===== src/rtl/mips_pkg.sv =====
// +------------------------------------------------------------------+
// | mips_pkg                                                          |
// | Shared opcode constants and fetch-stage state encoding.           |
// | Rev 1.0                                                           |
// +------------------------------------------------------------------+
`default_nettype none

package mips_pkg;

   // Primary opcode field values (instr[31:26])
   localparam logic [5:0] R_FORMAT = 6'd0;
   localparam logic [5:0] J        = 6'd2;
   localparam logic [5:0] BEQ      = 6'd4;
   localparam logic [5:0] BNE      = 6'd5;
   localparam logic [5:0] ADDI     = 6'd8;
   localparam logic [5:0] ANDI     = 6'd12;
   localparam logic [5:0] ORI      = 6'd13;
   localparam logic [5:0] LW       = 6'd35;
   localparam logic [5:0] SW       = 6'd43;

   // Fetch sequencer states
   typedef enum logic [1:0] {
      S_IDLE  = 2'd0,
      S_REQ   = 2'd1,
      S_ISSUE = 2'd2
   } fetch_state_t;

endpackage

`default_nettype wire


===== src/rtl/pc_next.sv =====
// +------------------------------------------------------------------+
// | pc_next                                                           |
// | Combinational next-PC selection: sequential, conditional branch   |
// | (beq/bne) and, when FETCH_JUMP_EN is defined, the J-type jump.    |
// | Rev 1.0                                                           |
// +------------------------------------------------------------------+
`default_nettype none

module pc_next
   import mips_pkg::*;
(
   input  logic [31:0] pc,
   input  logic [31:0] instr,
   input  logic        branch,
   input  logic        branch_ne,
   input  logic        zero,
   output logic [31:0] pc_plus4,
   output logic [31:0] next_pc
);

   logic [31:0] w_pc_plus4;
   logic [31:0] w_br_offset;
   logic [31:0] w_br_target;
   logic        w_taken;

   assign w_pc_plus4  = pc + 32'd4;
   // Word offset sign-extended then scaled to bytes
   assign w_br_offset = {{14{instr[15]}}, instr[15:0], 2'b00};
   assign w_br_target = w_pc_plus4 + w_br_offset;
   assign w_taken     = (branch & zero) | (branch_ne & ~zero);
   assign pc_plus4    = w_pc_plus4;

`ifdef FETCH_JUMP_EN
   // Jump overrides any branch evaluation; otherwise branch or fall-through
   always_comb begin
      next_pc = w_pc_plus4;
      if (instr[31:26] == J) begin
         next_pc = {w_pc_plus4[31:28], instr[25:0], 2'b00};
      end else if (w_taken) begin
         next_pc = w_br_target;
      end
   end
`else
   // Upper instruction bits only matter to the jump path
   logic w_unused_instr;
   assign w_unused_instr = &{1'b0, instr[31:16]};

   // Branch target when taken, else fall-through
   always_comb begin
      next_pc = w_pc_plus4;
      if (w_taken) begin
         next_pc = w_br_target;
      end
   end
`endif

endmodule

`default_nettype wire


===== src/rtl/fetch_unit.sv =====
// +------------------------------------------------------------------+
// | fetch_unit                                                        |
// | Instruction fetch / sequencing: req/ack fetch from imem, holds    |
// | IR until retire, then loads the next PC from pc_next.             |
// | Optional macro: FETCH_JUMP_EN (J-type jump support in pc_next).   |
// | Rev 1.0                                                           |
// +------------------------------------------------------------------+
`default_nettype none

module fetch_unit
   import mips_pkg::*;
#(
   parameter logic [31:0] RESET_PC = 32'h0000_0000
)(
   input  logic        clk,
   input  logic        rst,
   output logic        imem_req,
   output logic [31:0] imem_addr,
   input  logic        imem_ack,
   input  logic [31:0] imem_rdata,
   output logic [31:0] instr,
   output logic [5:0]  opcode,
   output logic        instr_valid,
   input  logic        retire,
   input  logic        branch,
   input  logic        branch_ne,
   input  logic        zero,
   output logic [31:0] pc,
   output logic [31:0] pc_plus4
);

   localparam logic [31:0] c_RESET_PC = RESET_PC & 32'hFFFF_FFFC;

   fetch_state_t r_state;
   logic [31:0]  r_pc;
   logic [31:0]  r_instr;
   logic         r_valid;
   logic         r_req;
   logic [31:0]  w_next_pc;
   logic [31:0]  w_pc_plus4;

   pc_next u_pc_next (
      .pc        (r_pc),
      .instr     (r_instr),
      .branch    (branch),
      .branch_ne (branch_ne),
      .zero      (zero),
      .pc_plus4  (w_pc_plus4),
      .next_pc   (w_next_pc)
   );

   // Fetch sequencer: request, capture IR on ack, hold until retire
   always_ff @(posedge clk or posedge rst) begin
      if (rst) begin
         r_state <= S_IDLE;
         r_pc    <= c_RESET_PC;
         r_instr <= 32'd0;
         r_valid <= 1'b0;
         r_req   <= 1'b0;
      end else begin
         case (r_state)
            S_IDLE: begin
               r_state <= S_REQ;
               r_req   <= 1'b1;
            end
            S_REQ: begin
               if (imem_ack) begin
                  r_instr <= imem_rdata;
                  r_valid <= 1'b1;
                  r_req   <= 1'b0;
                  r_state <= S_ISSUE;
               end
            end
            S_ISSUE: begin
               if (retire) begin
                  r_pc    <= w_next_pc;
                  r_valid <= 1'b0;
                  r_req   <= 1'b1;
                  r_state <= S_REQ;
               end
            end
            default: begin
               r_state <= S_IDLE;
               r_req   <= 1'b0;
               r_valid <= 1'b0;
            end
         endcase
      end
   end

   assign imem_req    = r_req;
   assign imem_addr   = r_pc;
   assign instr       = r_instr;
   assign opcode      = r_instr[31:26];
   assign instr_valid = r_valid;
   assign pc          = r_pc;
   assign pc_plus4    = w_pc_plus4;

endmodule

`default_nettype wire


===== config.mk =====
export PLATFORM = sky130hd
export DESIGN_NAME = fetch_unit
export DESIGN_NICKNAME = d
export VERILOG_FILES = /design/src/rtl/mips_pkg.sv /design/src/rtl/pc_next.sv /design/src/rtl/fetch_unit.sv
export SDC_FILE = /design/constraint.sdc
export NUM_CORES = 1
export LEC_CHECK = 0
export CAP_MARGIN = 40
export CELL_PAD_IN_SITES_DETAIL_PLACEMENT = 1
export CELL_PAD_IN_SITES_GLOBAL_PLACEMENT = 2
export CORE_ASPECT_RATIO = 0.5
export CORE_UTILIZATION = 24
export DETAILED_ROUTE_END_ITERATION = 8
export GPL_TIMING_DRIVEN = 1
export PLACE_DENSITY = 0.82
export SYNTH_ARGS = -nofsm -noshare
export SYNTH_HDL_FRONTEND = slang
export SYNTH_SLANG_ARGS = --single-unit

===== constraint.sdc =====
create_clock -name clk -period 4 [get_ports clk]
set_clock_uncertainty 0.05 [all_clocks]
set_input_delay 0.6 -clock clk [delete_from_list [all_inputs] [get_ports clk]]
set_output_delay 0.6 -clock clk [all_outputs]
set_load 0.03 [all_outputs]

==> results.py, run 1 <==
metrics = {
    "yosys": {
        "synth_edf_count": 0,
        "synth_ff_type": "dfrtp_1",
        "synthXorXnorAreaFrac_pct": 8.42,
        "synth_area_sq_um": 5300,
        "yosysSeqAreaShare_pct": 30.7,
        "syn-instance-count": 603,
        "ys_ff_latch": 65,
        "yosys.area_share.simple_pct": 15.8,
        "synth_top_family_by_area": "compound AO/OA/AOI/OAI gates",
        "synth.area.mux_share_pct": 7.76,
        "synthArstFlopShare_pct": 100,
        "synth_compound_area_share_pct": 19.7,
        "yosys_warnings": 0,
        "synth-adder-area-share_pct": 8.87,
        "avgSynthCellArea_sq_um": 8.79,
        "ys_types": 60,
    },
    "floorplan": {
        "rows": 38,
        "io_pins": 175,
        "die_area_sq_um": 22700,
        "core_sq_um": 21700,
        "die_w_microns": 212,
        "start_util_pct": 24.5,
        "die_h_microns": 107,
    },
    "route": {
        "viasPerCell": 4.78,
        "drtIter0Drc": 266,
        "vias": 5152,
        "drtPass1Iterations": 4,
        "wl_per_cell_microns": 17.9,
        "routed_wirelength_microns": 19300,
        "drcViolationCount": 0,
        "postRouteAntennaNets": 0,
    },
    "finish": {
        "fin_cells": 1078,
        "n_antenna_cell": 0,
        "drive_gt1_share_pct": 20.4,
        "nets": 849,
        "fillers": 2515,
        "syn_to_final_growth_pct": 51.5,
    },
    "clock_tree": {
        "clock_path_buffers": 2,
        "path_clk_slew_ns": 0.06,
        "cts_tree": "built",
        "htree_levels": 3,
        "clock_latency_ns": 0.33,
        "cts_made_buffers": 9,
        "cts_sinks": 65,
        "root_buffer": "clkbuf_16",
    },
    "setup_path": {
        "timing.rr.end": "imem_addr[31]",
        "critPathLaunchType": "flop",
        "required_ns": 4.16,
        "endpoint": "imem_addr[31]",
        "worstPathMaxFanout": 5,
        "r2r-start": "imem_addr[3]",
        "end_kind": "flop",
        "critPathKind": "flop to flop",
        "arrival_ns": 4.03,
        "reg2regPathDepth": 16,
        "r2r_slack_ns": 0.13,
        "critPathLaunch": "imem_addr[3]",
    },
    "sta": {
        "finalHoldViolations": 0,
        "period_minus_slack_ns": 3.87,
        "max_slew.worst_pin.slew_ns": 0.724,
        "fin_crit_sh_pct": 96.7,
        "slew_violations": 0,
        "relSlewSlack_pct": 51.7,
        "setup_viol": 0,
        "setup_ws_ns": 0.133,
        "max_freq_ghz": 0.259,
        "rsz0062_at_grt": "true",
    },
    "worst_hold_path": {
        "hold_path_class": "flop to flop",
        "hold_depth": 1,
    },
    "place": {
        "hpwl_microns": 15000,
        "port_buffers": 168,
        "dpl_worst_slack_ns": -0.166,
        "dpl.cell_count": 1056,
        "gp_congestion": 0.910,
    },
    "run": {
        "maxCapViolCount": 0,
    },
    "global_route": {
        "gr-total-overflow": 0,
        "antenna_found_initial": 0,
        "grt_max_degree": 38,
        "grtUsageTotal_pct": 17.0,
        "grt_pass1_wl_microns": 30000,
        "grt_pass1_vias": 5348,
    },
    "run_status": {
        "status": "complete, no violations",
    },
}
-- registers in the layout, indices dropped and copies added, names as in the netlist --
| register | cells |
|---|---|
| imem_addr | 30 |
| instr_valid | 1 |
| r_state | 2 |
| instr | 32 |
-- layer usage --
metal / share of wire, % / wire, microns / GRT usage [%] / vias to the layer above
met5: 0 / 0 / 0 / -
met4: 1.3 / 247 / 4.16 / 0
met3: 2.1 / 404 / 2.55 / 21
met2: 49 / 9500 / 28.9 / 66
met1: 47 / 9130 / 22.6 / 2601
li1: - / - / - / 2464
-- critical path: stages (launching register included) --
cell and delay [ns]:
dfrtp_2 0.44, ha_4 0.17, and3_4 0.15, and3_4 0.18, and2_4 0.18, and3_1 0.18
and3_2 0.26, xor2_4 0.16, ha_1 0.33, a21o_1 0.22, a21oi_1 0.19, o21bai_2 0.11
a2111oi_4 0.40, o211ai_1 0.23, a31oi_4 0.20, mux2i_1 0.20, o21ai_1 0.09
-- worst min-delay path by stage --
stage          slack (ns)    endpoint        from
3_3_place_gp         0.44  r_state[0]  r_state[1]
2_1_floorplan        0.42  r_state[0]  r_state[1]
5_1_grt              0.45   instr[30]         rst
4_1_cts              0.45   instr[26]         rst
3_5_place_dp         0.44   instr[20]   instr[20]
6_report             0.45   instr[18]   instr[18]
-- per-stage QoR --
step           hold slack, ns  TNS [ns]  util [%]  area, sq um
4_1_cts                 0.445         0      35.9         7790
5_1_grt                 0.447   -0.0650      37.1         8040
3_3_place_gp            0.436         0      34.3         7430
3_5_place_dp            0.444    -0.173      34.5         7480
6_report                0.454         0      37.1         8040
2_1_floorplan           0.417   -0.0994         -         5450
-- Yosys cell counts (all sizes together), types with 2 or more instances --
cell type	count	share of area (%)
nand4	9	1.1
nor4	4	0.47
nand3	23	2.2
xor2	19	3.1
o21a	2	0.28
o22ai	4	0.47
mux2	33	7.0
and4	3	0.50
xnor2	32	5.3
a211oi	6	0.85
mux2i	4	0.76
a22oi	6	0.85
o21bai	7	1.1
o31ai	4	0.57
buf	45	6.2
nor2b	3	0.35
a221o	5	0.94
o21ai	39	3.7
a21oi	51	4.9
a31oi	7	1.1
nor3	9	1.1
and2	2	0.24
inv	16	1.1
or3	2	0.24
nand2b	4	0.47
or2	3	0.35
nand2	51	3.6
a21o	14	2.1
o211ai	4	0.57
and3	15	1.8
clkbuf	18	1.3
dfrtp	65	31
ha	36	8.5
nor2	39	2.8
or3b	2	0.33
-- cell usage in the layout, fill, tap and decap left out, types with 4 or more instances in the layout --
| master | synthesis | routed |
|---|---|---|
| xnor2_1 | 32 | 24 |
| xnor2_2 | 0 | 7 |
| o21ai_0 | 39 | 37 |
| dfrtp_2 | 0 | 4 |
| nand3_1 | 23 | 20 |
| o22ai_1 | 4 | 4 |
| o31ai_1 | 4 | 4 |
| a221o_1 | 5 | 5 |
| nand4_1 | 9 | 9 |
| clkbuf_16 | 0 | 9 |
| a21oi_2 | 1 | 7 |
| buf_12 | 0 | 4 |
| o211ai_1 | 4 | 4 |
| nand2b_1 | 4 | 4 |
| buf_4 | 42 | 45 |
| a21oi_1 | 50 | 44 |
| o21bai_1 | 6 | 5 |
| a22oi_1 | 6 | 6 |
| clkdlybuf4s50_1 | 0 | 166 |
| a31oi_1 | 6 | 4 |
| inv_1 | 16 | 15 |
| a211oi_1 | 6 | 5 |
| nor4_1 | 4 | 4 |
| nor3_1 | 8 | 8 |
| nand2_1 | 51 | 50 |
| and3_1 | 15 | 9 |
| conb_1 | 1 | 6 |
| a21o_1 | 13 | 13 |
| mux2_2 | 33 | 33 |
| ha_4 | 0 | 4 |
| nor2_1 | 39 | 36 |
| ha_1 | 36 | 32 |
| dfrtp_1 | 65 | 61 |
| xor2_1 | 19 | 16 |
-- timing repair --
| action | in CTS | in global routing |
|---|---|---|
| gates resized for setup | 3 | 38 |
| endpoints found under the setup margin | 3 | 9 |
| buffers inserted | 0 | 6 |
| pin swaps | 3 | 13 |
| hold buffers | 0 | 0 |
| cloned | 0 | 0 |
-- final cells by class --
| type | count | area, sq um | area share, % |
|---|---|---|---|
| Multi-Input combinational cell | 464 | 3560 | 44.3 |
| Timing Repair Buffer | 217 | 2100 | 26.2 |
| Sequential cell | 65 | 1630 | 20.3 |
| Tap cell | 300 | 375 | 4.67 |
| Clock buffer | 13 | 260 | 3.24 |
| Inverter | 16 | 60.1 | 0.747 |
| Clock inverter | 3 | 40.0 | 0.498 |
-- logic make-up after synthesis --
| group | Yosys count |
|---|---|
| buffers and inverters | 79 |
| AND/OR/NAND/NOR | 172 |
| other | 1 |
| adder cells (fa/ha/maj) | 37 |
| multiplexers | 37 |
| AO/OA/AOI/OAI | 161 |
| flip-flops | 65 |
| XOR/XNOR | 51 |
Power of run 1 is left out: the tool's default activity adds up to more than one toggle a clock period on the data nets, which glitch-free logic cannot reach.
==> run 2: changes to the inputs <==
--- a/config.mk
+++ b/config.mk
@@ -11,7 +11,7 @@
 export CORE_ASPECT_RATIO = 0.5
 export CORE_UTILIZATION = 24
 export DETAILED_ROUTE_END_ITERATION = 8
-export GPL_TIMING_DRIVEN = 1
+export GPL_TIMING_DRIVEN = 0
 export PLACE_DENSITY = 0.82
 export SYNTH_ARGS = -nofsm -noshare
 export SYNTH_HDL_FRONTEND = slang
==> results.py, run 2 (synthesis gave the netlist of run 1 again) <==
metrics = {
    "place": {
        "gp_congestion": 0.872,
        "port_buffers": 168,
        "hpwl_microns": 15800,
        "dpl.cell_count": 1078,
        "dpl_worst_slack_ns": -0.720,
    },
    "global_route": {
        "grt_pass1_vias": 5543,
        "grtUsageTotal_pct": 18.5,
        "grt_max_degree": 57,
        "gr-total-overflow": 0,
        "antenna_found_initial": 0,
        "grt_pass1_wl_microns": 32200,
    },
    "run": {
        "maxCapViolCount": 0,
    },
    "setup_path": {
        "end_kind": "flop",
        "path_buf_inv": 1,
        "cpPeakStageDelay_ns": 0.42,
        "required_ns": 4.17,
        "crit_path_frequent_cell": "and3_4",
        "critPathKind": "flop to flop",
        "arrival_ns": 4.14,
        "crit_family": "compound AO/OA/AOI/OAI gates",
        "worstPathMaxFanout": 8,
        "critPathLaunchType": "flop",
        "slowest_stage": "a2111oi_4",
        "path_cells": "ha_4 -> and3_4 -> and3_4 -> and2_4 -> and3_4 -> and3_4 -> xor2_4 -> ha_4 -> clkbuf_8 -> a21o_1 -> a21oi_2 -> o21bai_2 -> a2111oi_4 -> o211ai_1 -> a31oi_4 -> mux2i_1 -> o21ai_1",
    },
    "route": {
        "drtIter0Drc": 180,
        "routed_wirelength_microns": 20800,
        "wl_per_cell_microns": 18.5,
        "vias": 5394,
        "drtPass1Iterations": 5,
        "postRouteAntennaNets": 0,
        "viasPerCell": 4.82,
        "drcViolationCount": 0,
    },
    "floorplan": {
        "rows": 38,
        "start_util_pct": 24.5,
        "core_sq_um": 21700,
        "die_w_microns": 212,
        "die_h_microns": 107,
        "io_pins": 175,
        "die_area_sq_um": 22700,
    },
    "clock_tree": {
        "clock_latency_ns": 0.35,
        "cts_tree": "built",
        "cts_made_buffers": 9,
        "path_clk_slew_ns": 0.06,
        "cts_sinks": 65,
        "root_buffer": "clkbuf_16",
        "clock_path_buffers": 2,
        "htree_levels": 3,
        "hold_buffers": 0,
    },
    "sta": {
        "setup_tns_ns": 0,
        "period_minus_slack_ns": 3.97,
        "setup_viol": 0,
        "setup_ws_ns": 0.0314,
        "rsz0062_at_grt": "true",
        "slew_violations": 0,
        "finalHoldViolations": 0,
        "relSlewSlack_pct": 46.2,
        "max_slew.worst_pin.slew_ns": 0.785,
        "fin_crit_sh_pct": 99.2,
        "max_freq_ghz": 0.252,
    },
    "finish": {
        "fin_cells": 1120,
        "final_common_cell": "clkdlybuf4s50_1",
        "utilization_pct": 39.1,
        "largest_reg_flops": 32,
        "syn_to_final_growth_pct": 60.0,
        "nets": 891,
        "drive_gt1_share_pct": 25.9,
        "final_cell_mix": "clkdlybuf4s50_1 (166), buf_4 (70), dfrtp_1 (61), nand2_1 (49), a21oi_1 (39)",
        "n_antenna_cell": 0,
    },
    "run_status": {
        "status": "complete, no violations",
    },
    "worst_hold_path": {
        "hold_path_class": "input pin to async pin",
    },
}
-- run 2: timing repair --
item | in CTS | in global routing
gates resized for setup | 38 | 47
cloned | 0 | 0
buffers inserted | 12 | 16
endpoints found under the setup margin | 8 | 11
pin swaps | 12 | 15
-- run 2: per-stage QoR --
step,hold WS [ns],area [sq um]
floorplan,0.417,5450
global placement,0.435,7510
detailed placement,0.445,7550
CTS,0.449,8140
global route,0.454,8480
finish,0.457,8480
-- run 2: area by class of cell --
type	count	area, sq um
multi-input cells	464	3740
well taps	300	375
clock inverters	7	119
repair buffers	198	1930
inverters	16	62.6
clock buffers	9	225
flip-flops and latches	65	1630
fillers	2499	13200
plain buffers	61	399
-- run 2: per-layer routing --
metal  global-route usage [%]  vias to the layer above  share of wire (%)
met3                     3.05                       10                4.4
met5                        0                        -                  0
met2                     31.1                       94                 50
met1                     24.6                     2729                 45
met4                     4.73                        0               0.91
li1                         -                     2561                  -
-- run 2: final timing paths --
kind                       slack (ns)          from       endpoint  depth (start not counted)
min in group clk                 0.46     instr[21]      instr[21]                          1
max in group asynchronous        2.87           rst   imem_addr[3]                          3
max reg2reg                      0.03  imem_addr[3]  imem_addr[31]                         17
max                              0.03  imem_addr[3]  imem_addr[31]                         17
min reg2reg                      0.46     instr[21]      instr[21]                          1
min                              0.46           rst      instr[30]                          2
Power of run 2 is left out for the same reason.
